`src/rtl/mem_bus_arbiter.sv`:
```
// mem_bus_arbiter: shares one single-beat memory bus between the core's
// instruction port (ibus) and data port (dbus). dbus has fixed priority.
// The request is latched at grant and replayed on m_* until the beat completes.
// The response is routed combinationally back to the owning port.
// Optional performance counters: define MEM_BUS_ARBITER_PERF_EN.
module mem_bus_arbiter #(
  parameter int unsigned ADDR_W = 64,
  parameter int unsigned DATA_W = 64
) (
  input  logic                clk,
  input  logic                reset,
  input  logic                i_valid,
  input  logic [ADDR_W-1:0]   i_addr,
  output logic                i_addr_ok,
  output logic                i_data_ok,
  output logic [DATA_W-1:0]   i_data,
  input  logic                d_valid,
  input  logic [ADDR_W-1:0]   d_addr,
  input  logic [2:0]          d_size,
  input  logic [DATA_W/8-1:0] d_strobe,
  input  logic [DATA_W-1:0]   d_wdata,
  output logic                d_addr_ok,
  output logic                d_data_ok,
  output logic [DATA_W-1:0]   d_rdata,
  output logic                m_valid,
  output logic                m_is_write,
  output logic [2:0]          m_size,
  output logic [ADDR_W-1:0]   m_addr,
  output logic [DATA_W/8-1:0] m_strobe,
  output logic [DATA_W-1:0]   m_wdata,
  input  logic                m_ready,
  input  logic                m_last,
  input  logic [DATA_W-1:0]   m_rdata
`ifdef MEM_BUS_ARBITER_PERF_EN
  ,
  output logic [63:0]         perf_i_grants,
  output logic [63:0]         perf_d_grants,
  output logic [63:0]         perf_conflict_cycles
`endif
);

  localparam int unsigned STRB_W = DATA_W / 8;

  typedef enum logic {IDLE = 1'b0, BUSY = 1'b1} state_t;

  state_t              state, state_nxt;
  logic                owner, owner_nxt;
  logic [ADDR_W-1:0]   lat_addr, lat_addr_nxt;
  logic [2:0]          lat_size, lat_size_nxt;
  logic [STRB_W-1:0]   lat_strobe, lat_strobe_nxt;
  logic [DATA_W-1:0]   lat_wdata, lat_wdata_nxt;
  logic                lat_is_write, lat_is_write_nxt;
  logic                beat_done;
  logic                grant_i, grant_d;

  // Only a final beat ends a transaction; a non-last ready beat is ignored.
  assign beat_done = m_ready & m_last;

  // State and latched request registers.
  always_ff @(posedge clk or negedge reset) begin
    if (!reset) begin
      state        <= IDLE;
      owner        <= 1'b0;
      lat_addr     <= ADDR_W'(0);
      lat_size     <= 3'd0;
      lat_strobe   <= STRB_W'(0);
      lat_wdata    <= DATA_W'(0);
      lat_is_write <= 1'b0;
    end else begin
      state        <= state_nxt;
      owner        <= owner_nxt;
      lat_addr     <= lat_addr_nxt;
      lat_size     <= lat_size_nxt;
      lat_strobe   <= lat_strobe_nxt;
      lat_wdata    <= lat_wdata_nxt;
      lat_is_write <= lat_is_write_nxt;
    end
  end

  // Next state: grant in IDLE (dbus first), release on final beat.
  always_comb begin
    state_nxt        = state;
    owner_nxt        = owner;
    lat_addr_nxt     = lat_addr;
    lat_size_nxt     = lat_size;
    lat_strobe_nxt   = lat_strobe;
    lat_wdata_nxt    = lat_wdata;
    lat_is_write_nxt = lat_is_write;
    grant_i          = 1'b0;
    grant_d          = 1'b0;
    case (state)
      IDLE: begin
        if (d_valid) begin
          grant_d          = 1'b1;
          state_nxt        = BUSY;
          owner_nxt        = 1'b1;
          lat_addr_nxt     = d_addr;
          lat_size_nxt     = d_size;
          lat_strobe_nxt   = d_strobe;
          lat_wdata_nxt    = d_wdata;
          lat_is_write_nxt = |d_strobe;
        end else if (i_valid) begin
          grant_i          = 1'b1;
          state_nxt        = BUSY;
          owner_nxt        = 1'b0;
          lat_addr_nxt     = i_addr;
          lat_size_nxt     = 3'd3;
          lat_strobe_nxt   = STRB_W'(0);
          lat_wdata_nxt    = DATA_W'(0);
          lat_is_write_nxt = 1'b0;
        end
      end
      BUSY: begin
        if (beat_done) begin
          state_nxt = IDLE;
        end
      end
      default: state_nxt = IDLE;
    endcase
  end

  // Outputs: memory side from latched fields, response routed to the owner.
  always_comb begin
    m_valid    = 1'b0;
    m_is_write = lat_is_write;
    m_size     = lat_size;
    m_addr     = lat_addr;
    m_strobe   = lat_strobe;
    m_wdata    = lat_wdata;
    i_addr_ok  = 1'b0;
    i_data_ok  = 1'b0;
    i_data     = DATA_W'(0);
    d_addr_ok  = 1'b0;
    d_data_ok  = 1'b0;
    d_rdata    = DATA_W'(0);
    if (state == BUSY) begin
      m_valid = 1'b1;
      if (beat_done) begin
        if (owner) begin
          d_addr_ok = 1'b1;
          d_data_ok = 1'b1;
          d_rdata   = m_rdata;
        end else begin
          i_addr_ok = 1'b1;
          i_data_ok = 1'b1;
          i_data    = m_rdata;
        end
      end
    end
  end

`ifdef MEM_BUS_ARBITER_PERF_EN
  logic conflict;

  // ibus is waiting while dbus holds or is taking the bus.
  assign conflict = i_valid & (((state == BUSY) & owner) | ((state == IDLE) & d_valid));

  // Grant and conflict counters, wrapping modulo 2^64.
  always_ff @(posedge clk or negedge reset) begin
    if (!reset) begin
      perf_i_grants        <= 64'd0;
      perf_d_grants        <= 64'd0;
      perf_conflict_cycles <= 64'd0;
    end else begin
      if (grant_i)  perf_i_grants        <= perf_i_grants + 64'd1;
      if (grant_d)  perf_d_grants        <= perf_d_grants + 64'd1;
      if (conflict) perf_conflict_cycles <= perf_conflict_cycles + 64'd1;
    end
  end
`endif

endmodule

```
`config.mk`:
```
export PLATFORM = sky130hd
export DESIGN_NAME = mem_bus_arbiter
export DESIGN_NICKNAME = d
export VERILOG_FILES = /design/src/rtl/mem_bus_arbiter.sv
export SDC_FILE = /design/constraint.sdc
export NUM_CORES = 1
export LEC_CHECK = 0
export CAP_MARGIN = 40
export CORE_AREA = 2 2 214 216
export DETAILED_ROUTE_END_ITERATION = 10
export DIE_AREA = 0 0 216 218
export PLACE_DENSITY_LB_ADDON = 0.15
export SLEW_MARGIN = 5
export SYNTH_ARGS = -nofsm -noshare
export SYNTH_HDL_FRONTEND = slang
export SYNTH_SLANG_ARGS = --single-unit
```
`constraint.sdc`:
```
create_clock -name clk -period 1.9 [get_ports clk]
set_input_delay 0.475 -clock clk [delete_from_list [all_inputs] [get_ports clk]]
set_output_delay 0.475 -clock clk [all_outputs]
set_load 0.02 [all_outputs]
```
==> results.cfg <==
[status]
status = finished with violations
violations = setup timing

[sta]
skew_ps = 9.77
final.setup.worst_slack_ps = -394
setup-violations-final = 132
slew_headroom_pct = 74.6
drv_slew = 0
period_minus_slack_ps = 2290
hold_violations = 0
grt_setup_unrepaired = yes
max_freq_ghz = 0.436
period_share_pct = 121
worst-slew-pin-transition_ps = 382

[synth]
yosys.cell_types.count = 21
syn-num-nets = 1036
synth.avg_cell_area_um2 = 9.12
yosysSeqAreaShare_pct = 51.1
syn_inst = 763
synth-edff-count = 0
synth_top_area_cell = dfrtp_1
synth_area_um2 = 6960
yosysWarnings = 0
synth-main-ff-cell = dfrtp_1
synth_area_leaders = dfrtp_1 51%, nand2_1 12%, and2_1 12%
synth_top_area_share_pct = 51.1
synthTopCellsByCount = 216 x nand2_1, 142 x dfrtp_1, 128 x and2_1
ys_ff_latch = 142
synth-async-reset-ratio_pct = 100
yosysMostFrequentCell = nand2_1

[clock_network]
clock-sinks = 142
cts_tree = done
cts.path.max_buffers = 2
insertion_delay_ps = 440
path_clk_slew_ps = 70
cts_made_buffers = 17
root_buffer = clkbuf_16
h-tree-depth = 4

[route]
wl_per_cell_um = 17.8
drt-pass1-iter-count = 6
drc_errors = 0
drt_iter0_drc = 423
via_count = 7278
ant_nets = 0
routed_wl_um = 34500
routed_via_density = 3.75

[power_and_ir_drop]
comb_power_share_pct = 49.6
swShare_pct = 40.9
p_leak_uw = 0.00700
peakVddDrop_mv = 0.441
power.total_uw = 17300
clock_power_share_pct = 20.8
power_switching_uw = 7090
p_per_area_nw_per_um2 = 1220
p_seq_share_pct = 29.6
p_int_uw = 10300

[global_routing]
grt_start_max_net_pins = 49
track_usage_pct = 14.1
grt_pass1_vias = 7378
grt_pass1_wl_um = 49200
antenna_found_initial = 7
overflow = 0

[place]
gp_congestion = 0.832
pre_cts_slack_ps = -906
io_buffer_count = 545
hpwlAfterDp_um = 26600

[critical_path]
ff2ff_path_depth = 7
reg2reg_slack_ps = 360
cp_data_required_time_ps = 1420
cp_max_fo = 5
cp-endpoint = d_rdata[6]
r2r-start = state
setup.worst_path.start = owner
crit_arrival_ps = 1820
r2r-end = m_wdata[5]
cp-end-kind = primary output
start_kind = flop
path_class = reg -> out

[floorplan]
io_pins = 546
die_area_um2 = 47100
num_rows = 78
initial_utilization_pct = 15.5
core_area_um2 = 44900
die_w_um = 216
dieHeight_um = 218

[layout]
drive_gt1_share_pct = 22.5
antennaDiodeCount = 0
nets = 1600
syn_to_final_growth_pct = 105

[run]
maxCapViolCount = 0

[min_path]
min_path_type = in -> reg
-- worst min-delay path by stage --
stage | cells after the start | endpoint | from | slack [ps]
floorplan | 0 | m_addr[0] | reset | 180
global placement | 1 | m_addr[57] | reset | 350
detailed placement | 1 | m_addr[57] | reset | 350
CTS | 3 | m_wdata[16] | d_valid | 310
global route | 3 | m_wdata[16] | d_valid | 310
finish | 3 | m_wdata[16] | d_valid | 340
-- metrics by stage --
step           utilization, %  hold slack [ps]  TNS (ps)  instances  area [um2]
4_1_cts                  30.9              305    -51690       1941       13900
6_report                 31.8              336    -38900       1940       14300
3_5_place_dp             29.5              351   -103770       1882       13300
3_3_place_gp             29.5              349   -105240       1882       13300
5_1_grt                  31.8              306    -53190       1940       14300
2_1_floorplan               -              179         0        763        6960
-- state kept, by name, indices dropped and copies added (netlist names) --
register	flops
m_wdata	64
owner	1
state	1
m_is_write	1
m_addr	64
m_size	3
m_strobe	8
-- power by group through the flow --
stage	sequential (uW)	clock (uW)	combinational [uW]
5_1_grt	5350	3880	9310
3_3_place_gp	5210	0	9250
2_1_floorplan	7000	0	2360
6_report	5140	3600	8600
4_1_cts	5180	3750	8610
3_5_place_dp	5270	0	9220
-- cell families (layout without fill, tap and decap cells) --
| logic type | Yosys count | in the layout | share of synthesized area [%] |
|---|---|---|---|
| buffers and inverters | 63 | 640 | 5.34 |
| and+or+nand+nor | 351 | 351 | 23.8 |
| AOI/OAI and AO/OA | 143 | 143 | 10.5 |
| DFF | 142 | 142 | 51.1 |
| muxes | 64 | 64 | 9.21 |
-- worst max-delay path, cell delays in order, from the launching register on --
cell and delay (ps):
dfrtp_2 430, buf_6 130, and4_4 150, buf_12 150
buf_12 130, buf_8 120, and2_4 150, buf_6 130
-- cells in the final DEF (no fill, tap or decap), types with 2 or more instances in the layout --
cell type,netlist,layout
buf_6,11,97
mux2i_1,64,64
dlymetal6s2s_1,0,16
buf_12,0,21
nor2b_1,2,2
and2_1,128,61
dfrtp_2,0,2
clkinvlp_4,0,2
o21ai_1,30,30
nor4_1,2,2
and2_4,0,67
dfrtp_1,142,140
dlygate4sd2_1,0,126
buf_2,9,38
clkbuf_16,0,19
buf_8,1,2
buf_16,0,3
clkdlybuf4s50_1,0,268
clkinv_4,0,4
inv_6,0,3
nand2_1,216,215
buf_4,6,33
o21ai_0,110,110
bufinv_16,0,3
-- cell type report --
type,count,area (um2)
fillers,4750,30600
repair buffers,607,6110
flip-flops and latches,142,3560
multi-input cells,558,3220
well taps,600,751
clock buffers,18,439
clock inverters,14,183
inverters,1,3.75
-- per-layer routing --
metal / wire length (um) / share of wire [%] / GRT usage [%] / vias up
met5: 80 / 0.23 / 0 / -
met4: 362 / 1.0 / 3.24 / 12
met3: 2560 / 7.4 / 5.23 / 31
met2: 16900 / 49 / 23.2 / 250
met1: 14600 / 42 / 17.7 / 3375
li1: - / - / - / 3610
-- what timing repair did --
action                                 4_1_cts  5_1_grt
setup buffers                               21        3
resized for setup                          736      152
hold buffers                                 1        0
pin swaps                                    6       17
endpoints found under the hold margin       15        0
gates cloned                                 5        2
setup endpoints to repair                  257      148
Power figures use the tool's default switching activity.
==> patch (config.mk and constraints unchanged) <==
Change the parameter `ADDR_W` from 64 to 32.
--- a/src/rtl/mem_bus_arbiter.sv
+++ b/src/rtl/mem_bus_arbiter.sv
@@ -4,7 +4,7 @@
 // The response is routed combinationally back to the owning port.
 // Optional performance counters: define MEM_BUS_ARBITER_PERF_EN.
 module mem_bus_arbiter #(
-  parameter int unsigned ADDR_W = 64,
+  parameter int unsigned ADDR_W = 32,
   parameter int unsigned DATA_W = 64
 ) (
   input  logic                clk,
Interface: changed (resized d_addr, i_addr and m_addr); port bits go from 546 to 450. The function was not compared with the original's and may differ.
==> patch against the unedited design <==
  * The flow still finishes with violations (setup timing)
  * Synthesized cell count shrank 18%
  * Worst setup slack lost 62 ps
  * Die area is the same
  * Wire length shrank 13%
  * Area after synthesis shrank 21%
  * Clock power shrank 46%
  * Non-clock buffer count shrank 61
  * Clock skew grew 0.54 ps
  * Combinational power shrank 7.8%
  * Utilization shrank 3.7 points
  * Sequential cell count shrank 32
  * Cell area shrank 12%
  * Total power shrank 20%
  * Critical path type unchanged
==> patch: results (changes against the unedited design) <==
WORST_SETUP_SLACK_AFTER_LAYOUT_PS=-456  # was -394 ps
GRT_ANTENNA_BEFORE_REPAIR=5  # was 7
STATUS='complete, but fails checks'  # unchanged
CPMAXSTAGEDELAYCELL='sky130_fd_sc_hd__dfrtp_1'  # was sky130_fd_sc_hd__dfrtp_2
ROUTE.VIAS.TOTAL=6094  # was 7278
SYNTH.YOSYS.SEQ_AREA_SHARE_PCT=50.4  # was 51.1%
DR.PASS1.ITERS=4  # was 6
GRT_USAGE_PCT=12.1  # was 14.1%
POWER.STATIC_LEAKAGE_uW=0.00605  # was 0.00700 uW
DETAILEDPLACE.WORSTSLACK_PS=-1020  # was -906 ps
CLOCK_INSERTION_DELAY_AT_THE_LATER_PIN_OF_THE_SKEW_REPORT_PS=390  # was 440 ps
SYNTHDISTINCTLIBCELLS=20  # was 21
HPWL_MICRONS=21700  # was 26600 microns
NUMBER_OF_DRC_MARKERS_AFTER_THE_INITIAL_DETAILED_ROUTE_ITERATION=163  # was 423
PWR.GROUP.SEQUENTIAL_uW=3990  # was 5140 uW
MET3_WIRELENGTH_MICRONS=2520  # was 2560 microns
SYN-NUM-NETS=833  # was 1036
WL_PER_CELL_MICRONS=17.2  # was 17.8 microns
PLACE.DETAILED.INSTANCES=1655  # was 1882
GRTUSAGEMET2_PCT=22.6  # was 23.2%
VIOLATIONS='setup timing'  # unchanged
VIAS_IN_THE_FIRST_GLOBAL_ROUTE=6186  # was 7378
ROUTABILITYCONGESTION=0.861  # was 0.832
SWITCHING_SHARE_PCT=40.1  # was 40.9%
GRT_USE_MET3_PCT=4.76  # was 5.23%
FINALSETUPVIOLATIONS=132  # unchanged
NETLIST_TOP_CELLS_COUNT='184 x sky130_fd_sc_hd__nand2_1, 128 x sky130_fd_sc_hd__and2_1, 110 x sky130_fd_sc_hd__dfrtp_1, 70 x sky130_fd_sc_hd__o21ai_0, 38 x sky130_fd_sc_hd__o21ai_1'  # was 216 x sky130_fd_sc_hd__nand2_1, 142 x sky130_fd_sc_hd__dfrtp_1, 128 x sky130_fd_sc_hd__and2_1, 110 x sky130_fd_sc_hd__o21ai_0, 64 x sky130_fd_sc_hd__mux2i_1
DRIVE_GT1_SHARE_PCT=32.9  # was 22.5%
CRIT_PATH_MAX_FANOUT=4  # was 5
-- patch: final cells by class --
cell class              count  area, sq um
repair buffers            546         6040
clock buffers              11          253
diodes                      2         5.00
well taps                 600          751
inverters                   1         3.75
multi-input cells         462         2750
flip-flops and latches    110         2750
clock inverters             5         33.8
fillers                  4792        32300
-- patch: path summary, 6_finish.rpt --
kind | start | to | slack (ps) | depth (start not counted)
setup / recovery | owner | d_rdata[57] | -460 | 8
hold / removal | m_size[2] | m_size[2] | 470 | 2
setup reg to reg | state | m_addr[11] | 400 | 7
hold reg to reg | m_size[2] | m_size[2] | 470 | 2
max in group asynchronous | reset | m_addr[18] | 890 | 3
min in group asynchronous | reset | m_wdata[39] | 500 | 2
-- patch: tightest hold or removal path, delay by kind of cell (launching register included) --
| kind | cells | cell delay [ps] |
|---|---|---|
| AO/OA/AOI/OAI | 1 | 60 |
| flip-flops | 1 | 340 |
| AND/OR/NAND/NOR | 1 | 40 |
-- patch: cells by family (layout without fill, tap and decap cells) --
kind of cell           count (synthesis)  in the layout  share of synthesized area [%]
buffers and inverters                 52            563                           5.11
AND/OR/NAND/NOR                      319            319                           28.2
AO/OA/AOI/OAI                        111            111                           10.5
other                                  0              2                              0
multiplexers                          32             32                           5.86
flip-flops                           110            110                           50.4
-- patch: per-stage QoR --
| stage | TNS [ps] | area, sq um |
|---|---|---|
| floorplan | 0 | 5460 |
| global placement | -128030 | 10900 |
| detailed placement | -128220 | 10900 |
| CTS | -40020 | 12000 |
| global route | -48030 | 12600 |
| finish | -36240 | 12600 |
-- patch: repair_timing --
action	4_1_cts	5_1_grt
buffers inserted	38	25
hold endpoints to repair	12	0
setup endpoints to repair	151	166
cloned	7	5
hold buffers	1	0
resized for setup	857	180
pin swaps	10	37
